## src/rtl/axicb_burst_arbiter_if.sv

```systemverilog
// Requester-side and downstream-side handshake bundle for the burst arbiter.
// The slave modport is the arbiter's view. The master modport is the view of the requesters and the downstream port.
interface axicb_burst_arbiter_if #(
    parameter int unsigned REQ_NB = 4,
    parameter int unsigned PRIO_W = 2
);
    logic [REQ_NB-1:0]        req_valid;
    logic [REQ_NB-1:0]        req_last;
    logic [REQ_NB*PRIO_W-1:0] req_prio;
    logic [REQ_NB-1:0]        req_ready;
    logic                     out_valid;
    logic                     out_last;
    logic                     out_ready;

    modport slave (
        input  req_valid, req_last, req_prio, out_ready,
        output req_ready, out_valid, out_last
    );

    modport master (
        output req_valid, req_last, req_prio, out_ready,
        input  req_ready, out_valid, out_last
    );
endinterface

```

## src/rtl/axicb_burst_arbiter.sv

```systemverilog
// Burst-granular arbiter for one shared AXI AW/W channel.
// Selection is by priority layer first, then round-robin within the layer. The grant is locked until the winner's last beat is accepted.
module axicb_burst_arbiter #(
    parameter int unsigned REQ_NB    = 4,
    parameter int unsigned PRIO_W    = 2,
    parameter int unsigned MAX_BEATS = 256
) (
    input  logic                      aclk,
    input  logic                      areset,
    input  logic                      srst,
    input  logic                      en,
    axicb_burst_arbiter_if.slave      bus,
    output logic [REQ_NB-1:0]         grant,
    output logic [$clog2(REQ_NB)-1:0] grant_id,
    output logic                      busy,
    output logic                      err_overlen
);
    localparam int unsigned IDW        = $clog2(REQ_NB);
    localparam int unsigned CNT_W      = $clog2(MAX_BEATS);
    localparam int unsigned NUM_LAYERS = 1 << PRIO_W;

    typedef enum logic {IDLE, LOCKED} state_t;

    state_t             state, state_nxt;
    logic [REQ_NB-1:0]  grant_nxt;
    logic [IDW-1:0]     grant_id_nxt;
    logic [CNT_W-1:0]   beat_cnt, beat_cnt_nxt;
    logic               err_nxt;
    logic [REQ_NB-1:0]  masks [NUM_LAYERS];

    logic [PRIO_W-1:0]  top_prio;
    logic [REQ_NB-1:0]  cand, cand_masked, pick_src;
    logic               pick_valid;
    logic [IDW-1:0]     pick_id;
    logic [REQ_NB-1:0]  pick_onehot;
    logic [REQ_NB-1:0]  mask_val;
    logic               mask_we;
    logic               active, beat, last_beat;

    // Combinational pick: top layer, then the lowest index past the layer's round-robin pointer
    always_comb begin
        top_prio = '0;
        for (int i = 0; i < REQ_NB; i++) begin
            if (bus.req_valid[i] && (bus.req_prio[i*PRIO_W +: PRIO_W] > top_prio)) begin
                top_prio = bus.req_prio[i*PRIO_W +: PRIO_W];
            end
        end
        cand = '0;
        for (int i = 0; i < REQ_NB; i++) begin
            cand[i] = bus.req_valid[i] && (bus.req_prio[i*PRIO_W +: PRIO_W] == top_prio);
        end
        cand_masked = cand & masks[top_prio];
        pick_src    = (|cand_masked) ? cand_masked : cand;
        pick_valid  = |cand;
        pick_id     = '0;
        for (int i = REQ_NB - 1; i >= 0; i--) begin
            if (pick_src[i]) pick_id = IDW'(i);
        end
        pick_onehot = REQ_NB'(1) << pick_id;
        mask_val    = '0;
        for (int j = 0; j < REQ_NB; j++) begin
            mask_val[j] = (j > int'(pick_id));
        end
        if (pick_id == IDW'(REQ_NB - 1)) mask_val = '1;
    end

    // A pending srst also blocks the handshake, so no transfer completes in the reset cycle
    assign active        = (state == LOCKED) && !srst;
    assign bus.out_valid = active && bus.req_valid[grant_id];
    assign bus.out_last  = active && bus.req_last[grant_id];
    assign bus.req_ready = active ? (grant & {REQ_NB{bus.out_ready}}) : '0;
    assign beat          = bus.out_valid && bus.out_ready;
    assign last_beat     = beat && bus.req_last[grant_id];

    // Next-state logic. A last beat re-arbitrates at the same edge, so back-to-back grants have no gap.
    always_comb begin
        state_nxt    = state;
        grant_nxt    = grant;
        grant_id_nxt = grant_id;
        beat_cnt_nxt = beat_cnt;
        err_nxt      = err_overlen;
        mask_we      = 1'b0;
        case (state)
            IDLE: begin
                if (en && pick_valid) begin
                    state_nxt    = LOCKED;
                    grant_nxt    = pick_onehot;
                    grant_id_nxt = pick_id;
                    mask_we      = 1'b1;
                end
            end
            LOCKED: begin
                if (last_beat) begin
                    beat_cnt_nxt = '0;
                    if (en && pick_valid) begin
                        grant_nxt    = pick_onehot;
                        grant_id_nxt = pick_id;
                        mask_we      = 1'b1;
                    end else begin
                        state_nxt    = IDLE;
                        grant_nxt    = '0;
                        grant_id_nxt = '0;
                    end
                end else if (beat) begin
                    if (beat_cnt == CNT_W'(MAX_BEATS - 1)) err_nxt = 1'b1;
                    else beat_cnt_nxt = beat_cnt + CNT_W'(1);
                end
            end
            default: state_nxt = IDLE;
        endcase
    end

    // State and status registers; the synchronous reset mirrors the asynchronous reset
    always_ff @(posedge aclk or posedge areset) begin
        if (areset) begin
            state       <= IDLE;
            grant       <= '0;
            grant_id    <= '0;
            busy        <= 1'b0;
            err_overlen <= 1'b0;
            beat_cnt    <= '0;
            for (int l = 0; l < NUM_LAYERS; l++) masks[l] <= '1;
        end else if (srst) begin
            state       <= IDLE;
            grant       <= '0;
            grant_id    <= '0;
            busy        <= 1'b0;
            err_overlen <= 1'b0;
            beat_cnt    <= '0;
            for (int l = 0; l < NUM_LAYERS; l++) masks[l] <= '1;
        end else begin
            state       <= state_nxt;
            grant       <= grant_nxt;
            grant_id    <= grant_id_nxt;
            busy        <= (state_nxt == LOCKED);
            err_overlen <= err_nxt;
            beat_cnt    <= beat_cnt_nxt;
            if (mask_we) masks[top_prio] <= mask_val;
        end
    end
endmodule

```

## src/flat_wrapper.sv

```systemverilog
// flat-port wrapper written by rule: the top's interface ports become plain ports
module axicb_burst_arbiter_flat 
#(
    parameter int unsigned REQ_NB    = 4,
    parameter int unsigned PRIO_W    = 2,
    parameter int unsigned MAX_BEATS = 256
)
  (aclk, areset, srst, en, grant, grant_id, busy, err_overlen, bus_req_valid, bus_req_last, bus_req_prio, bus_out_ready, bus_req_ready, bus_out_valid, bus_out_last);
  axicb_burst_arbiter_if #(.REQ_NB(REQ_NB), .PRIO_W(PRIO_W)) bus_i ();
  input  logic aclk;
  input  logic areset;
  input  logic srst;
  input  logic en;
  output logic [REQ_NB-1:0] grant;
  output logic [$clog2(REQ_NB)-1:0] grant_id;
  output logic busy;
  output logic err_overlen;
  input wire logic [$bits(bus_i.req_valid)-1:0] bus_req_valid;
  input wire logic [$bits(bus_i.req_last)-1:0] bus_req_last;
  input wire logic [$bits(bus_i.req_prio)-1:0] bus_req_prio;
  input wire logic [$bits(bus_i.out_ready)-1:0] bus_out_ready;
  output wire logic [$bits(bus_i.req_ready)-1:0] bus_req_ready;
  output wire logic [$bits(bus_i.out_valid)-1:0] bus_out_valid;
  output wire logic [$bits(bus_i.out_last)-1:0] bus_out_last;
  assign bus_i.req_valid = bus_req_valid;
  assign bus_i.req_last = bus_req_last;
  assign bus_i.req_prio = bus_req_prio;
  assign bus_i.out_ready = bus_out_ready;
  assign bus_req_ready = bus_i.req_ready;
  assign bus_out_valid = bus_i.out_valid;
  assign bus_out_last = bus_i.out_last;
  axicb_burst_arbiter #(.REQ_NB(REQ_NB), .PRIO_W(PRIO_W), .MAX_BEATS(MAX_BEATS)) u_core (.aclk(aclk), .areset(areset), .srst(srst), .en(en), .bus(bus_i), .grant(grant), .grant_id(grant_id), .busy(busy), .err_overlen(err_overlen));
endmodule
```

## config.mk

```make
export PLATFORM = sky130hd
export DESIGN_NAME = axicb_burst_arbiter_flat
export DESIGN_NICKNAME = d
export VERILOG_FILES = /design/src/rtl/axicb_burst_arbiter_if.sv /design/src/rtl/axicb_burst_arbiter.sv /design/src/flat_wrapper.sv
export SDC_FILE = /design/constraint.sdc
export NUM_CORES = 1
export LEC_CHECK = 0
export CORE_ASPECT_RATIO = 1.75
export CORE_MARGIN = 1
export CORE_UTILIZATION = 35
export DETAILED_ROUTE_END_ITERATION = 10
export REMOVE_ABC_BUFFERS = 1
export SYNTH_ARGS = -nofsm -noshare
export SYNTH_HDL_FRONTEND = slang
export SYNTH_SLANG_ARGS = --single-unit
```

## constraint.sdc

```tcl
create_clock -name aclk -period 3.35 [get_ports aclk]
set_input_delay 0.67 -clock aclk [delete_from_list [all_inputs] [get_ports aclk]]
set_output_delay 0.67 -clock aclk [all_outputs]
set_load 0.02 [all_outputs]
```

# [Word level (Yosys, flattened, before mapping)]
# Index checks and enable logic that the tools add are counted.
[classes] n_addsub=1 magnitude_cmp=10 n_eq_ne=10 n_shift=1 mux=49 bitwise_logic=4 n_reduce_logical=26
[op_table] cell="4-bit two-way mux" count=10
[op_table] cell="8-bit two-way mux" count=5
[op_table] cell="16-bit two-way mux" count=2
[op_table] cell="2-bit two-way mux" count=12
[op_table] cell="16-bit bitwise mux" count=1
[op_table] cell="1-bit logical AND" count=15
[op_table] cell="1-bit two-way mux" count=11
[op_table] cell="8-bit by 1-bit adder with 8-bit output, second input constant" count=1
[op_table] cell="4-bit AND" count=2
[op_table] cell="4-bit binary-select mux with 2-bit select" count=1
[op_table] cell="4-bit demux with 2-bit select" count=1
[op_table] cell="2-bit == test" count=4
[op_table] cell="8-bit == test, second input constant" count=1
[op_table] cell="4-bit one-hot mux with 2 select lines" count=1
[op_table] cell="2-bit nonzero test" count=4
[op_table] cell="4-bit OR reduction" count=2
[op_table] cell="2-bit greater-than comparator" count=3
[op_table] cell="3-bit by 2-bit != test with 1-bit output, second input constant" count=2
[op_table] cell="1-bit binary-select mux with 2-bit select" count=2
[op_table] cell="2-bit greater-than comparator, first input constant" count=2
[op_table] cell="1-bit one-hot mux with 2 select lines" count=2
[op_table] cell="2-bit one-hot mux with 2 select lines" count=1
[op_table] cell="4-bit AND reduction" count=1
[op_table] cell="1-bit by 2-bit << shifter with 4-bit output, first input constant" count=1
[op_table] cell="14 further kinds" count=14
[totals] ff_bits=32 in_bits=21 out_inout_bits=14 elab_cells=110

# [Longest topological paths before layout]
[depth] ltp_word=28 depth_mapped=27 ltp_nobuf=27

# [Worst setup path before layout]
# No wires, ideal clock.
[synth_timing] kind="in2reg" startpoint="input bus_req_prio[1]" endpoint="register u_core.masks[13] in the netlist's numbering" setup_time_ps=82 arrival_ps=6132 required_ps=3268 path_slack_ps=-2864 path_stages=23 n_path_buf=1 cell_sequence="and2_1 inv_2 ha_1 nor2b_1 o211ai_1 mux2_2 ha_1 or4b_1 o221a_1 o221ai_2 inv_2 ha_1 nand2_1 o211a_1 clkbuf_1 o311ai_0 nor4_1 a211oi_2 a31oi_1 or3_4 ha_1 and3_1 a211o_1"
[synth_via] elab_chain_len=28 elab_cells_between_ends=48 classes_between="7 x order compare; 5 x eq/ne; 21 x mux; 2 x bitwise; 13 x reduce/logical"
[synth_rtl] item="start, declared" line="flat_wrapper.sv:20" rtl="input wire logic [$bits(bus_i.req_prio)-1:0] bus_req_prio;"
[synth_rtl] item="2-bit by 1-bit greater-than comparator with 1-bit output" line="axicb_burst_arbiter.sv:44" rtl="if (bus.req_valid[i] && (bus.req_prio[i*PRIO_W +: PRIO_W] > top_prio)) begin"
[synth_rtl] item="1-bit logical AND" line="axicb_burst_arbiter.sv:44"
[synth_rtl] item="2-bit two-way mux" line="axicb_burst_arbiter.sv:44"
[synth_rtl] item="2-bit greater-than comparator" line="axicb_burst_arbiter.sv:44"
[synth_rtl] item="1-bit logical AND" line="axicb_burst_arbiter.sv:44"
[synth_rtl] item="2-bit two-way mux" line="axicb_burst_arbiter.sv:44"
[synth_rtl] item="2-bit greater-than comparator" line="axicb_burst_arbiter.sv:44"
[synth_rtl] item="1-bit logical AND" line="axicb_burst_arbiter.sv:44"
[synth_rtl] item="(+9 left out)"
[synth_rtl] item="4-bit OR reduction" line="axicb_burst_arbiter.sv:53" rtl="pick_src = (|cand_masked) ? cand_masked : cand;"
[synth_rtl] item="4-bit two-way mux" line="axicb_burst_arbiter.sv:53"
[synth_rtl] item="2-bit two-way mux (4 in a row)" line="axicb_burst_arbiter.sv:57" rtl="if (pick_src[i]) pick_id = IDW'(i);"
[synth_rtl] item="1-bit by 2-bit greater-than comparator with 1-bit output or 2-bit == test (tied branches)" line="axicb_burst_arbiter.sv:62, axicb_burst_arbiter.sv:64"
[synth_rtl] item="4-bit two-way mux" line="axicb_burst_arbiter.sv:64" rtl="if (pick_id == IDW'(REQ_NB - 1)) mask_val = '1;"
[synth_rtl] item="16-bit bitwise mux" line="axicb_burst_arbiter.sv:138" rtl="if (mask_we) masks[top_prio] <= mask_val;"
[synth_rtl] item="16-bit two-way mux" line="axicb_burst_arbiter.sv:138"
[synth_rtl] item="16-bit two-way mux" line="axicb_burst_arbiter.sv:123" rtl="end else if (srst) begin"
[synth_rtl] item="end signal, assigned by index" line="axicb_burst_arbiter.sv:138"
[synth_rtl] item="end, declared" line="axicb_burst_arbiter.sv:29" rtl="logic [REQ_NB-1:0] masks [NUM_LAYERS];"
# Several ways; a longest one is shown, not always the timed one. The select of a mux whose other input is x is not followed.
# A chain may end at the register's enable or synchronous reset.

# [Final worst setup path]
[layout_timing] startpoint="input bus_req_valid[0]" endpoint="register u_core.masks[12] in the netlist's numbering"
[layout_via] elab_chain_len=27 elab_cells_between_ends=51 classes_between="5 x order compare; 5 x eq/ne; 23 x mux; 2 x bitwise; 16 x reduce/logical"
[layout_rtl] item="start, declared" line="flat_wrapper.sv:18" rtl="input wire logic [$bits(bus_i.req_valid)-1:0] bus_req_valid;"
[layout_rtl] item="1-bit logical AND" line="axicb_burst_arbiter.sv:44"
[layout_rtl] item="2-bit two-way mux" line="axicb_burst_arbiter.sv:44"
[layout_rtl] item="2-bit greater-than comparator" line="axicb_burst_arbiter.sv:44"
[layout_rtl] item="1-bit logical AND" line="axicb_burst_arbiter.sv:44"
[layout_rtl] item="2-bit two-way mux" line="axicb_burst_arbiter.sv:44"
[layout_rtl] item="2-bit greater-than comparator" line="axicb_burst_arbiter.sv:44"
[layout_rtl] item="1-bit logical AND" line="axicb_burst_arbiter.sv:44"
[layout_rtl] item="2-bit two-way mux" line="axicb_burst_arbiter.sv:44"
[layout_rtl] item="(+8 left out)"
[layout_rtl] item="4-bit OR reduction" line="axicb_burst_arbiter.sv:53"
[layout_rtl] item="4-bit two-way mux" line="axicb_burst_arbiter.sv:53"
[layout_rtl] item="2-bit two-way mux (4 in a row)" line="axicb_burst_arbiter.sv:57"
[layout_rtl] item="2-bit == test" line="axicb_burst_arbiter.sv:64"
[layout_rtl] item="4-bit two-way mux" line="axicb_burst_arbiter.sv:64"
[layout_rtl] item="16-bit bitwise mux" line="axicb_burst_arbiter.sv:138"
[layout_rtl] item="16-bit two-way mux" line="axicb_burst_arbiter.sv:138"
[layout_rtl] item="16-bit two-way mux" line="axicb_burst_arbiter.sv:123"
# Several ways; a longest one is shown, not always the timed one. The select of a mux whose other input is x is not followed.

==> impl_metrics.py <==
metrics = {
    "yosys": {
        "synth-edff-count": 0,
        "synth_area_leader_cell": "dfstp_2",
        "syn_avg_cell_area_um2": 8.732,
        "synth_compound_area_share_pct": 24.64,
        "seq_area_frac_synth_pct": 33.33,
        "synthAdderAreaFrac_pct": 5.996,
        "yosys_warnings": 0,
        "synth_cells": 282,
        "synth_cell_types": 55,
        "synthArstFlopShare_pct": 100.0,
        "synth_top_area_share_pct": 17.07,
        "synthFlopType": "dfstp_2",
        "synth_top_family_by_area": "compound AO/OA/AOI/OAI gates",
        "yosys.area_share.simple_pct": 24.29,
        "synthTopCellsByArea": "dfstp_2 (17%), dfrtp_1 (16%), o21ai_0 (5.9%)",
        "synth_xor_area_share_pct": 2.134,
        "synthMuxAreaShare_pct": 6.148,
        "syn_area_um2": 2462,
        "synth-seq-cells": 32,
    },
    "clocking": {
        "cts.path.max_buffers": 2,
        "clkLatencyLatePin_ns": 0.28,
        "h-tree-depth": 2,
        "cts_root_buffer": "clkbuf_16",
        "cts_tree": "built",
        "cts_num_sinks": 32,
        "clk_pin_slew_ns": 0.05,
        "numCtsBuffers": 5,
        "postCtsHoldBufs": 0,
    },
    "routing": {
        "totalWireLength_um": 8379,
        "wire_per_inst_um": 17.13,
        "routed.top_layer": "met4",
        "drtIter0Drc": 109,
        "ant_nets": 0,
        "wirelength_met1_um": 3144,
        "first_pass_iters": 4,
        "vias": 2722,
        "vias_per_cell": 5.566,
        "route.met3.wl_um": 216,
        "drc": 0,
        "route.met2.wl_um": 4593,
    },
    "worst_setup_path": {
        "arrival_ns": 5.89,
        "worstPathRequired_ns": 3.55,
        "path_delay_family": "compound AO/OA/AOI/OAI gates",
        "crit_top_cell": "ha_4",
        "crit_path_end_kind": "flop",
        "path_class": "input pin to flop",
        "slowest_delay_ns": 0.50,
        "crit_buf_inv": 5,
        "crit_slowest_cell": "or4b_4",
        "worst_setup_path_start_kind": "input pin",
        "critPathMaxFanout": 5,
    },
    "sta": {
        "finalSetupTns_ns": -46.98,
        "skew_ns": 0.005411,
        "rsz0062_at_grt": "true",
        "slew_viol_final": 0,
        "setup_ws_ns": -2.339,
        "final_hold_viol_count": 0,
        "fin_crit_ns": 5.689,
        "hold_slack_ns": 0.4724,
        "max_freq_ghz": 0.1758,
        "tightest_slew_ns": 0.4834,
        "setup_viol": 23,
        "fin_crit_sh_pct": 169.8,
        "relSlewSlack_pct": 67.65,
    },
    "grt": {
        "grt_remaining_overflow": 0,
        "antenna_found_initial": 0,
        "grt_pass1_wl_um": 12680,
        "grt_pass1_vias": 2702,
        "gr-usage-all-layers_pct": 22.71,
        "grt_max_degree": 33,
    },
    "hold_path": {
        "hold_path.class": "flop to flop",
    },
    "cells_and_area": {
        "fin_util_pct": 60.37,
        "nets": 436,
        "antenna-diode-count": 0,
        "area_growth_pct": 68.09,
        "drive_gt1_share_pct": 45.19,
    },
    "floorplan": {
        "ios": 35,
        "fp.dieH_um": 113.0,
        "core_area_um2": 6857,
        "start_util_pct": 35.91,
        "dieWidth_um": 65.41,
        "fp-row-count": 40,
        "dieArea_um2": 7388,
    },
    "power_and_ir_drop": {
        "ir_drop_v": 0.0002139,
        "leakagePower_nw": 1.811,
        "powerDensity_nw_per_um2": 461.8,
    },
    "place": {
        "place.gp.congestion": 0.9126,
        "hpwl_um": 5780,
        "dpl_worst_slack_ns": -3.306,
        "io_buffers": 34,
    },
    "outcome": {
        "violations": "negative setup slack",
        "status": "complete, but fails checks",
    },
    "job": {
        "drv_cap": 0,
    },
}
==> cells in the final DEF, fill, tap and decap left out, drive strengths merged, types with 2 or more instances in the layout <==
master,instances
a211o,10
a211oi,3
a21boi,2
a21o,2
a21oi,5
a221oi,2
a32o,2
and2,5
and3,13
buf,91
clkbuf,5
clkdlybuf4s15,2
clkdlybuf4s50,28
clkinv,2
dfrtp,16
dfstp,16
ha,11
inv,13
mux2,2
mux2i,8
mux4,2
nand2,22
nand2b,10
nand3,16
nand4,2
nor2,25
nor2b,10
nor3,2
nor4,2
o2111ai,3
o211a,5
o211ai,6
o21a,2
o21ai,29
o221ai,4
o31ai,2
or3,5
xnor2,4
xor2,2
==> path summary, 6_finish.rpt <==
check	end	cells past startpoint	from	slack (ns)
setup / recovery	u_core.masks[12]$_DFFE_PP1P_	27	bus_req_valid[0]	-2.34
max in group asynchronous	u_core.masks[10]$_DFFE_PP1P_	3	areset	2.24
min in group asynchronous	u_core.beat_cnt[5]$_DFFE_PP0P_	3	areset	0.78
setup reg to reg	u_core.masks[12]$_DFFE_PP1P_	8	u_core.grant_id[0]$_DFFE_PP0P_	0.83
hold reg to reg	u_core.beat_cnt[7]$_DFFE_PP0P_	1	u_core.beat_cnt[7]$_DFFE_PP0P_	0.47
hold / removal	u_core.beat_cnt[7]$_DFFE_PP0P_	1	u_core.beat_cnt[7]$_DFFE_PP0P_	0.47
==> cells in the mapped netlist, types with 5 or more instances <==
master    number
o21ai_0       29
nor2_1        25
nand2_1       22
dfrtp_1       16
dfstp_2       16
nand3_1       16
and3_1        13
ha_1          11
inv_1         11
a211o_1       10
nand2b_1      10
nor2b_1       10
mux2i_1        8
clkbuf_1       7
a21oi_1        5
and2_1         5
o211a_1        5
o211ai_1       5
==> registers in the layout, indices dropped and copies added, names as in the netlist <==
register and count:
u_core.masks 16, u_core.beat_cnt 8, u_core.grant 4, u_core.grant_id 2
u_core.busy 1, u_core.err_overlen 1
==> cell type report <==
| type | count | area [um2] |
|---|---|---|
| flip-flops and latches | 32 | 820.8 |
| clock inverters | 3 | 42.54 |
| fillers | 573 | 2718 |
| inverters | 14 | 60.06 |
| repair buffers | 123 | 1056 |
| well taps | 84 | 105.1 |
| multi-input cells | 228 | 1929 |
| clock buffers | 5 | 125.1 |
==> power by group <==
part           switching (W)  leakage, nW  internal [W]
Clock               0.000161       0.0798      0.000349
Combinational       0.000452         1.34      0.000496
Sequential         0.0000255        0.390      0.000428
Total               0.000639         1.81       0.00127
==> repair_timing <==
action / CTS / global route
endpoints found under the setup margin: 23 / 23
buffers inserted: 19 / 10
cloned: 0 / 0
resized for setup: 98 / 18
pin swaps: 42 / 18
==> cell families (layout without fill, tap and decap cells) <==
kind of cell,after synthesis,count (layout)
DFF,32,32
adders and majority gates,12,12
and+or+nand+nor,116,116
muxes,12,12
AOI/OAI and AO/OA,82,82
xor gates and xnor gates,6,6
buffers and inverters,22,145
==> layer usage <==
metal / global-route usage [%] / vias to the layer above
met5: 0 / -
met4: 14.78 / 0
met3: 3.730 / 27
met2: 41.31 / 68
met1: 22.93 / 1336
li1: - / 1291
==> stage by stage <==
stage           power, W  instance area, um2  cells
2_1_floorplan  0.0007885                2431    274
3_3_place_gp    0.001097                3357    456
3_5_place_dp    0.001100                3357    456
4_1_cts         0.001853                4016    482
5_1_grt         0.002008                4139    489
6_report        0.001911                4139    489
==> worst register-to-register path, cell delays in order, from the launching register on <==
cell and delay, ns:
dfrtp_1 0.43, mux4_1 0.65, and3_1 0.25, a21oi_1 0.19, nand2_1 0.16, nand3_1 0.16, nor2_1 0.14, and3_4 0.22
a211o_1 0.26
Note: power is estimated with default switching activity, not from simulation.
==> patch: new RTL, config.mk and constraints unchanged <==
Put one more register stage on the output `err_overlen`, with the module's reset. The value now appears one clock later. The other outputs are not delayed to match.
--- a/src/rtl/axicb_burst_arbiter.sv
+++ b/src/rtl/axicb_burst_arbiter.sv
@@ -22,2 +22,4 @@
     typedef enum logic {IDLE, LOCKED} state_t;
+
+    logic err_overlen_s0;
 
@@ -80,3 +82,3 @@
         beat_cnt_nxt = beat_cnt;
-        err_nxt      = err_overlen;
+        err_nxt      = err_overlen_s0;
         mask_we      = 1'b0;
@@ -119,3 +121,3 @@
             busy        <= 1'b0;
-            err_overlen <= 1'b0;
+            err_overlen_s0 <= 1'b0;
             beat_cnt    <= '0;
@@ -127,3 +129,3 @@
             busy        <= 1'b0;
-            err_overlen <= 1'b0;
+            err_overlen_s0 <= 1'b0;
             beat_cnt    <= '0;
@@ -135,3 +137,3 @@
             busy        <= (state_nxt == LOCKED);
-            err_overlen <= err_nxt;
+            err_overlen_s0 <= err_nxt;
             beat_cnt    <= beat_cnt_nxt;
@@ -140,2 +142,10 @@
     end
+    always_ff @(posedge aclk or posedge areset) begin
+        if (areset) begin
+            err_overlen <= '0;
+        end else begin
+            err_overlen <= err_overlen_s0;
+        end
+    end
+
 endmodule
Check against the original RTL: no difference found for any inputs over 4 cycles, from zero or initial values and one cycle with areset high; that may be too few to reach the edited logic, so the function may still have changed.
==> patch against the original RTL <==
The flow still finishes with violations (negative setup slack). Sequential cell count grew 1. Power grew 3.7%. Area after synthesis grew 0.46%. Core utilization grew 3.0 points. Final area grew 4.9%. Routed wire length grew 15%. Via count grew 3.6%. Worst setup slack gained 270 ps. Largest cell class unchanged.
==> patch: results (changes against the original RTL) <==
* Outcome: finished with violations (unchanged)
* Failing checks: negative setup slack (unchanged)
* DRT met1 WL at 3.150 mm (was 3.144 mm)
* Clock latency on the worst-skew pair at 290 ps
* Arrival @ worst endpoint at 5650 ps (was 5890 ps)
* CP max FO at 4 (was 5)
* WL final at 9.625 mm (was 8.379 mm)
* Post-CTS Resized at 97 (was 98)
* Synth cell count leaders: nand2_1, nand3_1, nor2_1 (was o21ai_0, nor2_1, nand2_1)
* Number of distinct library cells after synthesis at 57 (was 55)
* Clock Sinks at 33 (was 32)
* DR WL met3 at 323 um (was 216 um)
* GRT met3 Usage at 4.536% (was 3.730%)
* Global-route wire length before repair at 14.37 mm (was 12.68 mm)
* Met2 WL at 5.453 mm (was 4.593 mm)
* Met1 Resource Use GR at 23.53% (was 22.93%)
* Final Worst Setup Slack at -2073 ps (was -2339 ps)
* CP required at 3570 ps (was 3550 ps)
* # Post-CTS Setup Buffers at 30 (was 19)
* Worst path max stage delay at 480 ps (was 500 ps)
* FF/Latch Area at 845.8 sq um (was 820.8 sq um)
* Slew @ Worst Pin at 504.9 ps (was 483.4 ps)
* Signal buffers at 133 (was 123)
* Number of global-route vias before repair at 2901 (was 2702)
* Placed instance count at 449 (was 456)
* Final #Nets at 434 (was 436)
* Share of post-route cells with drive strength above 1 at 50.12% (was 45.19%)
* Sequential fraction of the synthesis area at 34.19% (was 33.33%)
* Area occupied by multi-input gates at 2009 sq um (was 1929 sq um)
* Final setup violation count at 23 (unchanged)
* Mapped Area at 2474 sq um (was 2462 sq um)
* Worst Skew at 7.619 ps (was 5.411 ps)
* Fillers at 552 (was 573)
* Gate Count Post-Synth at 267 (was 282)
* ClkCell Share at 4.379% (was 4.051%)
* Largest net degree at the start of global routing at 34 (was 33)
* GPL Wtd Cong at 0.8848 (was 0.9126)
* Drt first-iter violations at 122 (was 109)
* Area after DPL at 3416 sq um (was 3357 sq um)
* Critical-path top delay cell: or4_4 (was or4b_4)
* Final-layout non-clock buffer area share at 26.51% (was 25.51%)
* Via/cell ratio at 5.789 (was 5.566)
* Multi-input gate count at 218 (was 228)
* GRT met2 Usage at 48.18% (was 41.31%)
* Total track usage at 26.08% (was 22.71%)
-- patch: cell count changes after synthesis, moves of 5 or more --
cell      unedited run  this run
nor2_1              25        18
o211ai_1             5        12
nand2b_1            10         4
nand2_1             22        31
a211o_1             10         0
nor2b_1             10         5
o21ai_0             29        16
mux2i_1              8        16
-- patch: logic make-up (layout without fill, tap and decap cells) --
kind of cell               count (synthesis)  after routing  synth area share, %
and+or+nand+nor                          103            103                20.49
adders and majority gates                 11             11                5.564
muxes                                     23             23                11.63
buffers and inverters                     16            152                2.529
DFF                                       33             33                34.19
AOI/OAI and AO/OA                         81             81                25.59
-- patch: path summary, 6_finish.rpt --
kind	depth (start not counted)	slack [ps]	startpoint	end
setup / recovery	23	-2070	bus_req_prio[3]	u_core.masks[14]$_DFFE_PP1P_
hold / removal	0	370	u_core.err_overlen_s0$_DFFE_PP0P_	u_core.err_overlen$_DFF_PP0_
setup reg to reg	11	860	u_core.masks[14]$_DFFE_PP1P_	u_core.masks[9]$_DFFE_PP1P_
hold reg to reg	0	370	u_core.err_overlen_s0$_DFFE_PP0P_	u_core.err_overlen$_DFF_PP0_
max in group asynchronous	3	2240	areset	u_core.masks[12]$_DFFE_PP1P_
min in group asynchronous	3	780	areset	u_core.beat_cnt[3]$_DFFE_PP0P_
-- patch: through the flow --
| step | setup TNS (ps) | util [%] |
|---|---|---|
| global placement | -61730 | 49.82 |
| finish | -39880 | 63.34 |
| detailed placement | -63830 | 49.82 |
| global route | -42970 | 63.34 |
| CTS | -36950 | 61.30 |
| floorplan | -54080 | - |
-- patch: power breakdown --
group          switching, uW  total (uW)  internal (uW)
registers               25.2         463            437
clock network            174         599            424
logic                    451         920            469
total                    650        1980           1330
